**src/rtl/key_debouncer_if.sv**
```systemverilog
// Key bus between the raw board pins / CPU side and the debouncer.
// master is the debouncer itself; slave is the pin driver and key read port.
interface key_debouncer_if #(
    parameter int WIDTH = 8
);
    logic [WIDTH-1:0] key_raw;
    logic [WIDTH-1:0] flag_clr;
    logic [WIDTH-1:0] key_db;
    logic [WIDTH-1:0] press_pulse;
    logic [WIDTH-1:0] release_pulse;
    logic [WIDTH-1:0] press_flag;

    modport master (
        input  key_raw,
        input  flag_clr,
        output key_db,
        output press_pulse,
        output release_pulse,
        output press_flag
    );

    modport slave (
        output key_raw,
        output flag_clr,
        input  key_db,
        input  press_pulse,
        input  release_pulse,
        input  press_flag
    );
endinterface

```
**src/rtl/key_debouncer.sv**
```systemverilog
// Per-key two-flop synchroniser and stability-count debouncer for active-low push-buttons,
// with registered press/release pulses and CPU-clearable sticky press flags.
module key_debouncer #(
    parameter int WIDTH           = 8,
    parameter int DEBOUNCE_CYCLES = 500000,
    parameter int CNT_W           = 20
) (
    input logic             clk,
    input logic             rst_n,
    key_debouncer_if.master kb
);
    localparam logic [CNT_W-1:0] CNT_LAST = CNT_W'(DEBOUNCE_CYCLES - 1);

    if ((DEBOUNCE_CYCLES < 2) ||
        (longint'(DEBOUNCE_CYCLES) - 1 > (longint'(1) << CNT_W) - 1)) begin : g_bad_cfg
        $error("key_debouncer: DEBOUNCE_CYCLES-1 must fit in CNT_W bits and be >= 1");
    end

    logic [WIDTH-1:0] key_s1_p0;
    logic [WIDTH-1:0] key_s2_p1;
    logic [WIDTH-1:0] key_db_p2;
    logic [WIDTH-1:0] db_next;
    logic [WIDTH-1:0] press_pulse_p2;
    logic [WIDTH-1:0] release_pulse_p2;
    logic [WIDTH-1:0] press_flag_p2;
    logic [WIDTH-1:0] press_set;
    logic [CNT_W-1:0] cnt_p2   [WIDTH];
    logic [CNT_W-1:0] cnt_next [WIDTH];

    // Stage p2: a bit only moves once s2 has disagreed with it for DEBOUNCE_CYCLES edges
    always_comb begin
        db_next = key_db_p2;
        for (int i = 0; i < WIDTH; i++) begin
            cnt_next[i] = '0;
            if (key_s2_p1[i] != key_db_p2[i]) begin
                if (cnt_p2[i] == CNT_LAST) begin
                    db_next[i] = key_s2_p1[i];
                end else begin
                    cnt_next[i] = cnt_p2[i] + 1'b1;
                end
            end
        end
    end

    // Holding the set term for the whole pulse cycle lets a press win over a clear either edge
    assign press_set = (key_db_p2 & ~db_next) | press_pulse_p2;

    always_ff @(posedge clk or negedge rst_n) begin
        if (!rst_n) begin
            key_s1_p0        <= '1;
            key_s2_p1        <= '1;
            key_db_p2        <= '1;
            cnt_p2           <= '{default: '0};
            press_pulse_p2   <= '0;
            release_pulse_p2 <= '0;
            press_flag_p2    <= '0;
        end else begin
            key_s1_p0        <= kb.key_raw;
            key_s2_p1        <= key_s1_p0;
            key_db_p2        <= db_next;
            cnt_p2           <= cnt_next;
            press_pulse_p2   <= key_db_p2 & ~db_next;
            release_pulse_p2 <= ~key_db_p2 & db_next;
            press_flag_p2    <= (press_flag_p2 & ~kb.flag_clr) | press_set;
        end
    end

    assign kb.key_db        = key_db_p2;
    assign kb.press_pulse   = press_pulse_p2;
    assign kb.release_pulse = release_pulse_p2;
    assign kb.press_flag    = press_flag_p2;

endmodule
```
**src/flat_wrapper.sv**
```systemverilog
// flat-port wrapper written by rule: the top's interface ports become plain ports
module key_debouncer_flat 
#(
    parameter int WIDTH           = 8,
    parameter int DEBOUNCE_CYCLES = 500000,
    parameter int CNT_W           = 20
)
  (clk, rst_n, kb_key_raw, kb_flag_clr, kb_key_db, kb_press_pulse, kb_release_pulse, kb_press_flag);
  key_debouncer_if #(.WIDTH(WIDTH)) kb_i ();
  input logic clk;
  input logic rst_n;
  input wire logic [$bits(kb_i.key_raw)-1:0] kb_key_raw;
  input wire logic [$bits(kb_i.flag_clr)-1:0] kb_flag_clr;
  output wire logic [$bits(kb_i.key_db)-1:0] kb_key_db;
  output wire logic [$bits(kb_i.press_pulse)-1:0] kb_press_pulse;
  output wire logic [$bits(kb_i.release_pulse)-1:0] kb_release_pulse;
  output wire logic [$bits(kb_i.press_flag)-1:0] kb_press_flag;
  assign kb_i.key_raw = kb_key_raw;
  assign kb_i.flag_clr = kb_flag_clr;
  assign kb_key_db = kb_i.key_db;
  assign kb_press_pulse = kb_i.press_pulse;
  assign kb_release_pulse = kb_i.release_pulse;
  assign kb_press_flag = kb_i.press_flag;
  key_debouncer #(.WIDTH(WIDTH), .DEBOUNCE_CYCLES(DEBOUNCE_CYCLES), .CNT_W(CNT_W)) u_core (.clk(clk), .rst_n(rst_n), .kb(kb_i));
endmodule
```
**config.mk**
```make
export PLATFORM = sky130hd
export DESIGN_NAME = key_debouncer_flat
export DESIGN_NICKNAME = d
export VERILOG_FILES = /design/src/rtl/key_debouncer_if.sv /design/src/rtl/key_debouncer.sv /design/src/flat_wrapper.sv
export SDC_FILE = /design/constraint.sdc
export NUM_CORES = 1
export LEC_CHECK = 0
export CELL_PAD_IN_SITES_DETAIL_PLACEMENT = 1
export CELL_PAD_IN_SITES_GLOBAL_PLACEMENT = 2
export CORE_MARGIN = 3
export CORE_UTILIZATION = 38
export DETAILED_ROUTE_END_ITERATION = 10
export DONT_BUFFER_PORTS = 1
export GPL_TIMING_DRIVEN = 0
export PLACE_DENSITY = 0.74
export SLEW_MARGIN = 0
export SYNTH_ARGS = -nofsm -noshare
export SYNTH_HDL_FRONTEND = slang
export SYNTH_SLANG_ARGS = --single-unit
```
**constraint.sdc**
```tcl
create_clock -name clk -period 2 [get_ports clk]
set_input_delay 0.4 -clock clk [delete_from_list [all_inputs] [get_ports clk]]
set_output_delay 0.4 -clock clk [all_outputs]
set_load 0.05 [all_outputs]
```
==> key figures, run 1 <==
Critical path
  • CP Capture Type: flop
  • R2R Path Start: u_core.cnt_p2[0]
  • CP Launch Type: flop
  • Critical Path Fanout Max: 5
  • Crit Path Category: reg -> reg
  • Critical Path RT: between 2000 and 2500 ps
  • R2R Setup Slk: just over 90 ps
  • R2R depth: 5
  • CP Data Arrival Time: 2340 ps
  • RR Endpoint: u_core.cnt_p2[18]

Yosys
  • Async set-or-reset flop fraction in the synthesized netlist: 1.00
  • Yosys warning count: 0
  • Multiplexer share of the synthesized area: 0.00926
  • Combinational family with the most area after synthesis: simple AND/OR/NAND/NOR gates
  • Post-Syn Area per Cell: 10.2 sq um
  • Simple-gate portion of the synthesized area: 0.263
  • Adder-cell share of the synthesized area: 0.0103
  • Post-Syn Area: 9730 sq um
  • Compound-Gate Fraction of Synth Area: 0.0647
  • Distinct cells, synth: 40
  • Register area share after synthesis: 0.538
  • Xor/xnor share of the synthesized area: 0.0972
  • Yosys reg bits: about 210
  • Post-Syn Instances: 950
  • Prevailing post-synth register cell: dfrtp_1
  • Syn Nets: 976
  • EDFF count, synth: 0

STA
  • Worst slew margin: 0.666
  • Worst Tran Pin Value: approximately 500 ps
  • RSZ-0062 raised after global routing: true
  • Hold WS: -419 ps
  • Max-slew violations: 0
  • # setup viols final: 0
  • Peak Freq: 524 MHz
  • Setup TNS: 0 ps
  • Clock Skew: 13.7 ps
  • Period utilization: 0.954
  • Final-report hold violation count: 208
  • Final Critical Period: around 1900 ps

Clock network
  • Number of buffers created by CTS: 25
  • Root buf cell: clkbuf_16
  • H-Tree Depth: 1
  • CTS Sinks: 208
  • Cts hold-fix bufs: 8
  • CTS Buffer Depth: 3
  • Clk slew on worst S/H paths: 60 ps
  • Clock Latency Late Sink: 510 ps
  • CTS tree: done

Status
  • Failing checks: hold timing
  • Outcome: finished, violations left

Global routing
  • GRT overflow: 0
  • Total GRT Usage: 0.161
  • Number of global-route vias before repair: roughly 7,600
  • Largest net degree at the start of global routing: 209
  • First-pass GRT wire length: 38.6 mm
  • Antenna violations before repair: 0

Floorplanning
  • Die height: 166 um
  • Std cell rows: 57
  • Die W: approximately 170 um
  • CORE AREA: ~25,000 sq um
  • Initial Utilization: 0.393
  • I/O pins: 50
  • Die Area: about 28,000 sq um

Power
  • P_leak: 4.62 nW
  • Worst VDD drop: 589 uV
  • Total chip power: around 0.0098 W
  • Pwr/cell area: 852 nW/um^2

Routing
  • Routed len/inst: 16.6 um
  • Total vias in the final route: 7,321
  • Vias per cell: 5.46
  • Pre-antenna DRT Iters: 4
  • Initial DRC count: 354
  • Drt total wl: 22.2 mm
  • Routed Antenna Nets: 0
  • DRC Markers: 0

Placed design
  • Dpl hpwl: about 14 mm
  • Gpl congestion: 0.756
  • Port-buffer cells: 0
  • Cell Area, Placed: 10,100 sq um

Layout
  • Most common cell after layout, fill and taps aside: dfrtp_1
  • Layout cells sized above 1: 0.162
  • Net count, final: 1,024
  • Antenna Cells: 0
  • Most frequent cells in the layout: dfrtp_1, nor2_1, xor2_1, nand3_1, nand4_1
  • Layout Area Growth over Synthesis: 18.8%
  • Finished Cell Area: ~12,000 sq um

Flow run
  • Max Cap Viol: 0

Min path
  • Hold crit path type: in -> async
## metrics by stage
stage | std cells | utilization | setup WS (ps)
after floorplan | 950 | - | 120
after global routing | 1340 | 0.467 | -51.2
after CTS | 1334 | 0.460 | 2.59
after global placement | 1274 | 0.410 | -276
final | 1340 | 0.467 | 92.1
after detailed placement | 1274 | 0.410 | -285
## synth_stat cells (all sizes together) (20+ instances only)
master  number  share of area
dfrtp      184           0.47
nor2       130          0.050
xor2        62          0.056
nand3       60          0.031
nand4       60          0.043
a21oi       51          0.026
xnor2       46          0.041
nand2       45          0.017
o21ai       42          0.022
or3         38          0.024
dfstp       24          0.065
inv         22         0.0085
nor4        21          0.013
nor3        20          0.010
## worst max path at each step
| stage | depth (start not counted) | end | from |
|---|---|---|---|
| global route | 5 | u_core.cnt_p2[18] | u_core.cnt_p2[0] |
| global placement | 5 | u_core.cnt_p2[70] | u_core.cnt_p2[67] |
| floorplan | 5 | u_core.cnt_p2[118] | u_core.cnt_p2[100] |
| finish | 5 | u_core.cnt_p2[18] | u_core.cnt_p2[0] |
| detailed placement | 5 | u_core.cnt_p2[8] | u_core.cnt_p2[0] |
| CTS | 5 | u_core.cnt_p2[38] | u_core.cnt_p2[21] |
## sequential cells by signal, indices dropped and copies added, names as in the netlist
| signal | count |
|---|---|
| u_core.kb.press_pulse | 8 |
| u_core.kb.release_pulse | 8 |
| u_core.kb.key_db | 8 |
| u_core.kb.press_flag | 8 |
| u_core.cnt_p2 | 160 |
| u_core.key_s2_p1 | 8 |
| u_core.key_s1_p0 | 8 |
## report_power, final
part | internal, W | switching, W
clock network | 0.00346 | 0.00182
logic | 0.000100 | 0.000114
registers | 0.00428 | 0.0000697
total | 0.00785 | 0.00200
## worst max-delay path, stage by stage (launching register included)
cell     delay [ps]
dfrtp_1         410
ha_2            230
nand4_1         130
or4_4           590
or3_1           320
a21oi_1         160
## routing by layer
layer,share of wire,global-route usage
met5,0,0
met4,0.018,0.0318
met3,0.033,0.0293
met1,0.48,0.227
met2,0.47,0.264
## timing repair
action,CTS,global route
resized for setup,21,29
setup buffers,10,9
gates cloned,0,0
pin swaps,6,5
endpoints found under the hold margin,216,208
endpoints found under the setup margin,96,79
## area by class of cell
class                   count  area, sq um
fillers                  2686        13200
flip-flops and latches    208         5240
multi-input cells         700         4570
clock buffers              31          688
well taps                 324          405
clock inverters            14          280
repair buffers             27          223
inverters                  22         82.6
plain buffers              14         68.8
## cell families (layout without fill, tap and decap cells)
family                     after synthesis  count (layout)
buffers and inverters                   42             108
xor gates and xnor gates               108             108
and+or+nand+nor                        466             466
DFF                                    208             208
muxes                                    8               8
AOI/OAI and AO/OA                      110             110
adders and majority gates                8               8
No activity file was read; power rests on OpenSTA's default activity.
==> run 2: changes to the inputs <==
--- a/config.mk
+++ b/config.mk
@@ -13,6 +13,7 @@
 export DONT_BUFFER_PORTS = 1
 export GPL_TIMING_DRIVEN = 0
 export PLACE_DENSITY = 0.74
+export SETUP_SLACK_MARGIN = 0.1
 export SLEW_MARGIN = 0
 export SYNTH_ARGS = -nofsm -noshare
 export SYNTH_HDL_FRONTEND = slang
==> run 2 against run 1 <==
The run still ends with hold timing left; first-iteration DRC count increased by 4.8%; flip-flop and latch count stayed put; setup slack better by 52 ps; global-route usage rose by 0.16 points; sequential power about the same; routed wire length grew 1.6%; critical endpoint is now u_core.cnt_p2[158]; critical path depth stayed put; critical path type unchanged; count of clock-buffer cells in the layout stayed put; clock skew is essentially flat; maximum frequency rose by 2.8%; core utilization increased by 1.1 points.
==> key figures, run 2 (synthesis results as in run 1) <==
Status
  • Outcome: finished, violations left
  • Failing checks: hold timing

Clock network
  • Clk slew on worst S/H paths: 60 ps (about the same)
  • CTS Buffer Depth: 3 (unchanged)
  • Root buf cell: clkbuf_16
  • Clock Latency Late Sink: 520 ps (about the same)
  • Number of buffers created by CTS: 25 (unchanged)
  • H-Tree Depth: 1 (unchanged)
  • CTS Sinks: 208 (unchanged)
  • CTS tree: done
  • Cts hold-fix bufs: 8 (unchanged)

Critical path
  • Critical Path Fanout Max: 4 (-1)
  • CP Launch Type: flop
  • CP Capture Type: flop
  • Critical Path RT: 2440 ps (about the same)
  • CP Data Arrival Time: 2300 ps (-40 ps)
  • Crit Path Category: reg -> reg

STA
  • Final-report hold violation count: 208 (unchanged)
  • Period utilization: 0.928 (-0.0258)
  • RSZ-0062 raised after global routing: true
  • Hold WS: -422 ps (-2.57 ps)
  • Worst Tran Pin Value: 500 ps (-0.363 ps)
  • Clock Skew: 14.0 ps (+0.285 ps)
  • Setup TNS: 0 ps (unchanged)
  • Final Critical Period: 1860 ps (-51.5 ps)
  • Peak Freq: 539 MHz (+2.8%)
  • Slack of the critical path: 144 ps (+51.5 ps)
  • # setup viols final: 0 (unchanged)
  • Worst slew margin: 0.667 (about the same)
  • Max-slew violations: 0 (unchanged)

Global routing
  • First-pass GRT wire length: 39.0 mm (+0.89%)
  • GRT overflow: 0 (unchanged)
  • Largest net degree at the start of global routing: 209 (unchanged)
  • Total GRT Usage: 0.163 (+0.00162)
  • Number of global-route vias before repair: 7,715 (+1.7%)
  • Antenna violations before repair: 0 (unchanged)

Min path
  • Hold crit path type: in -> async

Layout
  • Net count, final: 1,046 (+2.1%)
  • Cell Count, Final, Fillers Out: 1,362 (+1.6%)
  • Post-layout util: 0.479 (+0.0115)
  • Layout cells sized above 1: 0.199 (+0.0370)
  • Most flop-heavy register: u_core.cnt_p2
  • Layout Area Growth over Synthesis: 21.7%
  • Most frequent cells in the layout: dfrtp_1, nor2_1, xor2_1, nand4_1, nand3_1
  • Number of flip-flops in the largest register: 160 (unchanged)
  • Most common cell after layout, fill and taps aside: dfrtp_1
  • Antenna Cells: 0 (unchanged)

Routing
  • Total vias in the final route: 7,375 (+0.74%)
  • DRC Markers: 0 (unchanged)
  • Routed Antenna Nets: 0 (unchanged)
  • Pre-antenna DRT Iters: 4 (unchanged)
  • Initial DRC count: 371 (+4.8%)
  • Routed len/inst: 16.6 um (about the same)
  • Vias per cell: 5.41 (-0.89%)
  • Drt total wl: 22.6 mm (+1.6%)

Power
  • Logic pwr share: 0.025 (+0.003)
  • Sw Share: 0.204 (+0.000452)
  • P_leak: 4.74 nW (+2.5%)
  • Clk pwr share: 0.535 (-0.002)
  • Psw: 0.00201 W (+0.55%)
  • Sequential share of power: 0.440 (-0.002)
  • Pwr/cell area: 834 nW/um^2 (-2.1%)
  • Worst VDD drop: 588 uV (about the same)
  • Internal power: 0.00787 W (+0.27%)

Placed design
  • Port-buffer cells: 0 (unchanged)
  • Gpl congestion: 0.756 (unchanged)
  • Dpl hpwl: 13.9 mm (unchanged)
  • Placed instance count: 1,274 (unchanged)
  • Pre-CTS setup slack: -285 ps (unchanged)

Flow run
  • Max Cap Viol: 0 (unchanged)

Floorplanning
  • Std cell rows: 57 (unchanged)
  • Die Area: 27,600 sq um (unchanged)
  • I/O pins: 50 (unchanged)
  • Initial Utilization: 0.393 (unchanged)
  • Die W: 166 um (unchanged)
  • Die height: 166 um (unchanged)
  • CORE AREA: 24,700 sq um (unchanged)
[run 2: cell types whose count changed in the layout (fill, tap and decap cells not counted), moves of 5 or more]
cell	delta
clkbuf_2	+6
dfrtp_2	+7
buf_4	+16
clkbuf_4	+6
buf_2	-5
dfrtp_1	-7
[run 2: path summary, 6_finish.rpt]
| check | end | depth (start not counted) | slack, ps | from |
|---|---|---|---|---|
| max | u_core.cnt_p2[158] | 5 | 140 | u_core.cnt_p2[141] |
| min | u_core.cnt_p2[64] | 0 | -420 | rst_n |
| max reg2reg | u_core.cnt_p2[158] | 5 | 140 | u_core.cnt_p2[141] |
| min reg2reg | u_core.key_s2_p1[3] | 0 | 350 | u_core.key_s1_p0[3] |
| max in group asynchronous | u_core.key_s2_p1[3] | 0 | 2080 | rst_n |
| min in group clk | u_core.kb.press_flag[5] | 3 | 70 | kb_flag_clr[5] |
[run 2: layout make-up]
cell class / count / area [sq um]
clock buffer: 31 / 688
timing repair buffer: 44 / 354
buffer: 19 / 111
inverter: 22 / 82.6
multi-input combinational: 700 / 4680
clock inverter: 14 / 280
tap: 324 / 405
sequential: 208 / 5250
fill: 2687 / 12900
[run 2: power by group through the flow]
stage	Combinational, W	Sequential (W)	Clock [W]
after floorplan	0.000123	0.00440	0
after global placement	0.000159	0.00441	0
after detailed placement	0.000163	0.00441	0
after CTS	0.000235	0.00434	0.00544
after global routing	0.000284	0.00435	0.00564
final	0.000249	0.00435	0.00529
[run 2: layer usage]
| layer | routed length (um) | GRT usage |
|---|---|---|
| met1 | 10800 | 0.227 |
| met3 | 829 | 0.0300 |
| met2 | 10600 | 0.268 |
| met5 | 0 | 0 |
| met4 | 423 | 0.0347 |
[run 2: metrics by stage]
| step | area [sq um] | power [W] |
|---|---|---|
| final | 11800 | 0.00988 |
| after global routing | 11800 | 0.0103 |
| after CTS | 11500 | 0.0100 |
| after detailed placement | 10100 | 0.00458 |
| after global placement | 10100 | 0.00457 |
| after floorplan | 9730 | 0.00452 |
[run 2: what timing repair did]
item / CTS / global route
resized for setup: 38 / 50
endpoints found under the setup margin: 126 / 128
endpoints found under the hold margin: 216 / 208
pin swaps: 9 / 12
buffers inserted: 21 / 15
[run 2: worst max-delay path: stages, from the launching register on]
cell and delay [ps]:
dfrtp_1 440, ha_4 180, nand4_1 130, or4_4 580
or3_1 320, a21oi_1 140
==> run 3: changes to the inputs <==
--- a/config.mk
+++ b/config.mk
@@ -8,11 +8,11 @@
 export CELL_PAD_IN_SITES_DETAIL_PLACEMENT = 1
 export CELL_PAD_IN_SITES_GLOBAL_PLACEMENT = 2
 export CORE_MARGIN = 3
-export CORE_UTILIZATION = 38
+export CORE_UTILIZATION = 42
 export DETAILED_ROUTE_END_ITERATION = 10
 export DONT_BUFFER_PORTS = 1
 export GPL_TIMING_DRIVEN = 0
-export PLACE_DENSITY = 0.74
+export PLACE_DENSITY = 0.78
 export SETUP_SLACK_MARGIN = 0.1
 export SLEW_MARGIN = 0
 export SYNTH_ARGS = -nofsm -noshare
==> constraint.sdc (replaced) <==
create_clock -name clk -period 2.1 [get_ports clk]
set_input_delay 0.42 -clock clk [delete_from_list [all_inputs] [get_ports clk]]
set_output_delay 0.42 -clock clk [all_outputs]
set_load 0.05 [all_outputs]
==> run 3 against run 2 <==
The flow still finishes with violations (hold timing); clock skew decreased by 6.1 ps; first-iteration DRC count down 12%; hold slack gained 21 ps; total power decreased by 15%; clock power fell by 23%; non-clock buffer count decreased by 13; final area is 4.2% lower; final cell count shrank 3.7%; critical endpoint is now u_core.cnt_p2[70]; largest power group is now sequential cells.
==> key figures, run 3 (synthesis results as in run 1) <==
Critical path
  • CP Data Arrival Time: 2320 ps (+20 ps)
  • Critical Path RT: 2500 ps (+60 ps)
  • CP max stage delay: 500 ps (-80 ps)
  • CP Capture Type: flop
  • Slowest CP cell: nor4b_1
  • R2R Setup Slk: 170 ps (+30 ps)
  • Critical Path Fanout Max: 10 (+6)
  • CP Launch Type: flop
  • R2R Path Start: u_core.cnt_p2[66]
  • Sum of buffers and inverters on the critical path: 1 (+1)
  • R2R depth: 5 (unchanged)
  • Crit Path Category: reg -> reg
  • CP Cell Sequence: nor4b_1, nand3_1, o31ai_4, buf_2, nor2_1
  • Cell family with most CP delay: simple AND/OR/NAND/NOR gates
  • RR Endpoint: u_core.cnt_p2[70]

Routing
  • Pre-antenna DRT Iters: 4 (unchanged)
  • Total vias in the final route: 7,330 (-0.61%)
  • Routed len/inst: 16.5 um (-0.70%)
  • Routed Antenna Nets: 0 (unchanged)
  • Drt total wl: 21.6 mm (-4.4%)
  • Initial DRC count: 328 (-12%)
  • DRC Markers: 0 (unchanged)
  • Vias per cell: 5.59 (+3.3%)

Floorplanning
  • CORE AREA: 22,700 sq um (-8.2%)
  • Std cell rows: 55 (-3.5%)
  • Die height: 158 um (-4.7%)
  • Die W: 158 um (-4.7%)
  • Initial Utilization: 0.429 (+0.0353)
  • I/O pins: 50 (unchanged)
  • Die Area: 25,000 sq um (-9.2%)

Status
  • Failing checks: hold timing
  • Outcome: finished, violations left

Min path
  • Hold crit path type: in -> async

Global routing
  • Largest net degree at the start of global routing: 209 (unchanged)
  • GRT overflow: 0 (unchanged)
  • First-pass GRT wire length: 37.0 mm (-5.2%)
  • Number of global-route vias before repair: 7,439 (-3.6%)
  • Total GRT Usage: 0.175 (+0.0121)
  • Antenna violations before repair: 0 (unchanged)

Layout
  • Net count, final: 1,033 (-1.2%)
  • Antenna Cells: 0 (unchanged)
  • Layout cells sized above 1: 0.154 (-0.0454)
  • Finished Cell Area: 11,400 sq um (-4.2%)
  • Cell Count, Final, Fillers Out: 1,311 (-3.7%)
  • Most common cell after layout, fill and taps aside: dfrtp_1
  • Layout Area Growth over Synthesis: 16.6%
  • Most flop-heavy register: u_core.cnt_p2
  • Number of flip-flops in the largest register: 160 (unchanged)
  • Most frequent cells in the layout: dfrtp_1, nor2_1, xor2_1, nand3_1, nand4_1

Power
  • Psw: 0.00182 W (-9.9%)
  • Clk pwr share: 0.482 (-0.053)
  • Logic pwr share: 0.026 (about the same)
  • Worst VDD drop: 683 uV (+16%)
  • P_leak: 4.58 nW (-3.5%)
  • Sequential share of power: 0.492 (+0.052)
  • Pwr/cell area: 741 nW/um^2 (-11%)
  • Sw Share: 0.216 (+0.0121)
  • Internal power: 0.00659 W (-16%)

Flow run
  • Max Cap Viol: 0 (unchanged)

STA
  • RSZ-0062 raised after global routing: true
  • Worst slew margin: 0.638 (-0.0286)
  • Hold WS: -401 ps (+20.9 ps)
  • Final-report hold violation count: 201 (-3.4%)
  • Period utilization: 0.917 (-0.0113)
  • Slack of the critical path: 175 ps (+31.0 ps)
  • Final Critical Period: 1930 ps (+69.0 ps)
  • Peak Freq: 519 MHz (-3.6%)
  • Worst Tran Pin Value: 543 ps (+43.0 ps)
  • # setup viols final: 0 (unchanged)
  • Max-slew violations: 0 (unchanged)
  • Clock Skew: 7.92 ps (-6.08 ps)
  • Setup TNS: 0 ps (unchanged)

Clock network
  • H-Tree Depth: 1 (unchanged)
  • CTS Sinks: 208 (unchanged)
  • Number of buffers created by CTS: 25 (unchanged)
  • Clock Latency Late Sink: 520 ps (about the same)
  • Cts hold-fix bufs: 8 (unchanged)
  • Clk slew on worst S/H paths: 60 ps (about the same)
  • Root buf cell: clkbuf_16
  • CTS tree: done
  • CTS Buffer Depth: 3 (unchanged)

Placed design
  • Port-buffer cells: 0 (unchanged)
  • Gpl congestion: 0.778 (+2.9%)
  • Pre-CTS setup slack: -268 ps (+16.8 ps)
  • Dpl hpwl: 13.8 mm (-0.52%)
  • Cell Area, Placed: 10,100 sq um (-0.48%)
  • Placed instance count: 1,235 (-3.1%)
run 3: changes by cell type in the layout (fill, tap and decap cells not counted), moves of 4 or more:
cell        before  now
buf_2            3    9
nand3_2          6    1
dfrtp_1        171  181
clkbuf_1         3   15
clkinvlp_4       4    0
buf_4           36   24
nand3_1         54   59
clkbuf_2         8    4
clkbuf_4         6    0
dfrtp_2         13    3
bufinv_16        8    0
nor4b_1          1    6
run 3: layout make-up:
| type | instances | area, sq um |
|---|---|---|
| Fill cell | 2532 | 11400 |
| Sequential cell | 208 | 5240 |
| Multi-Input combinational cell | 700 | 4560 |
| Clock buffer | 41 | 746 |
| Tap cell | 285 | 357 |
| Timing Repair Buffer | 31 | 253 |
| Buffer | 19 | 91.3 |
| Inverter | 22 | 82.6 |
| Clock inverter | 5 | 28.8 |
run 3: worst max path at each step:
stage                            start                 end  slack (ps)  cells past startpoint
floorplan           u_core.cnt_p2[100]  u_core.cnt_p2[118]         220                      5
global placement     u_core.cnt_p2[47]   u_core.cnt_p2[50]        -230                      5
detailed placement   u_core.cnt_p2[67]   u_core.cnt_p2[70]        -270                      5
CTS                   u_core.cnt_p2[1]   u_core.cnt_p2[18]         110                      5
global route          u_core.cnt_p2[0]   u_core.cnt_p2[16]          70                      5
finish               u_core.cnt_p2[66]   u_core.cnt_p2[70]         170                      5
run 3: routing by layer:
layer  wire length (um)  share of wire  vias up  GRT usage
li1                   -              -     3524          -
met1              10300           0.48     3707      0.243
met3                551          0.026       28     0.0271
met5                  0              0        -          0
met4                390          0.018        0     0.0385
met2              10300           0.48       71      0.292
run 3: power groups by stage:
stage / clock network [W] / registers (W) / logic (W)
6_report: 0.00405 / 0.00414 / 0.000219
5_1_grt: 0.00439 / 0.00415 / 0.000249
4_1_cts: 0.00419 / 0.00413 / 0.000196
3_5_place_dp: 0 / 0.00420 / 0.000157
3_3_place_gp: 0 / 0.00420 / 0.000150
2_1_floorplan: 0 / 0.00419 / 0.000117
run 3: stage by stage:
stage | hold WS [ps] | power (W) | util
CTS | -421 | 0.00852 | 0.491
global route | -432 | 0.00878 | 0.500
detailed placement | 132 | 0.00436 | 0.444
finish | -401 | 0.00841 | 0.500
floorplan | 124 | 0.00430 | -
global placement | 134 | 0.00435 | 0.444
run 3: timing repair:
action                                 4_1_cts  5_1_grt
gates resized for setup                     21       25
endpoints found under the hold margin      216      208
setup buffers                               12       11
setup endpoints to repair                  108       59
pin swaps                                    6        3
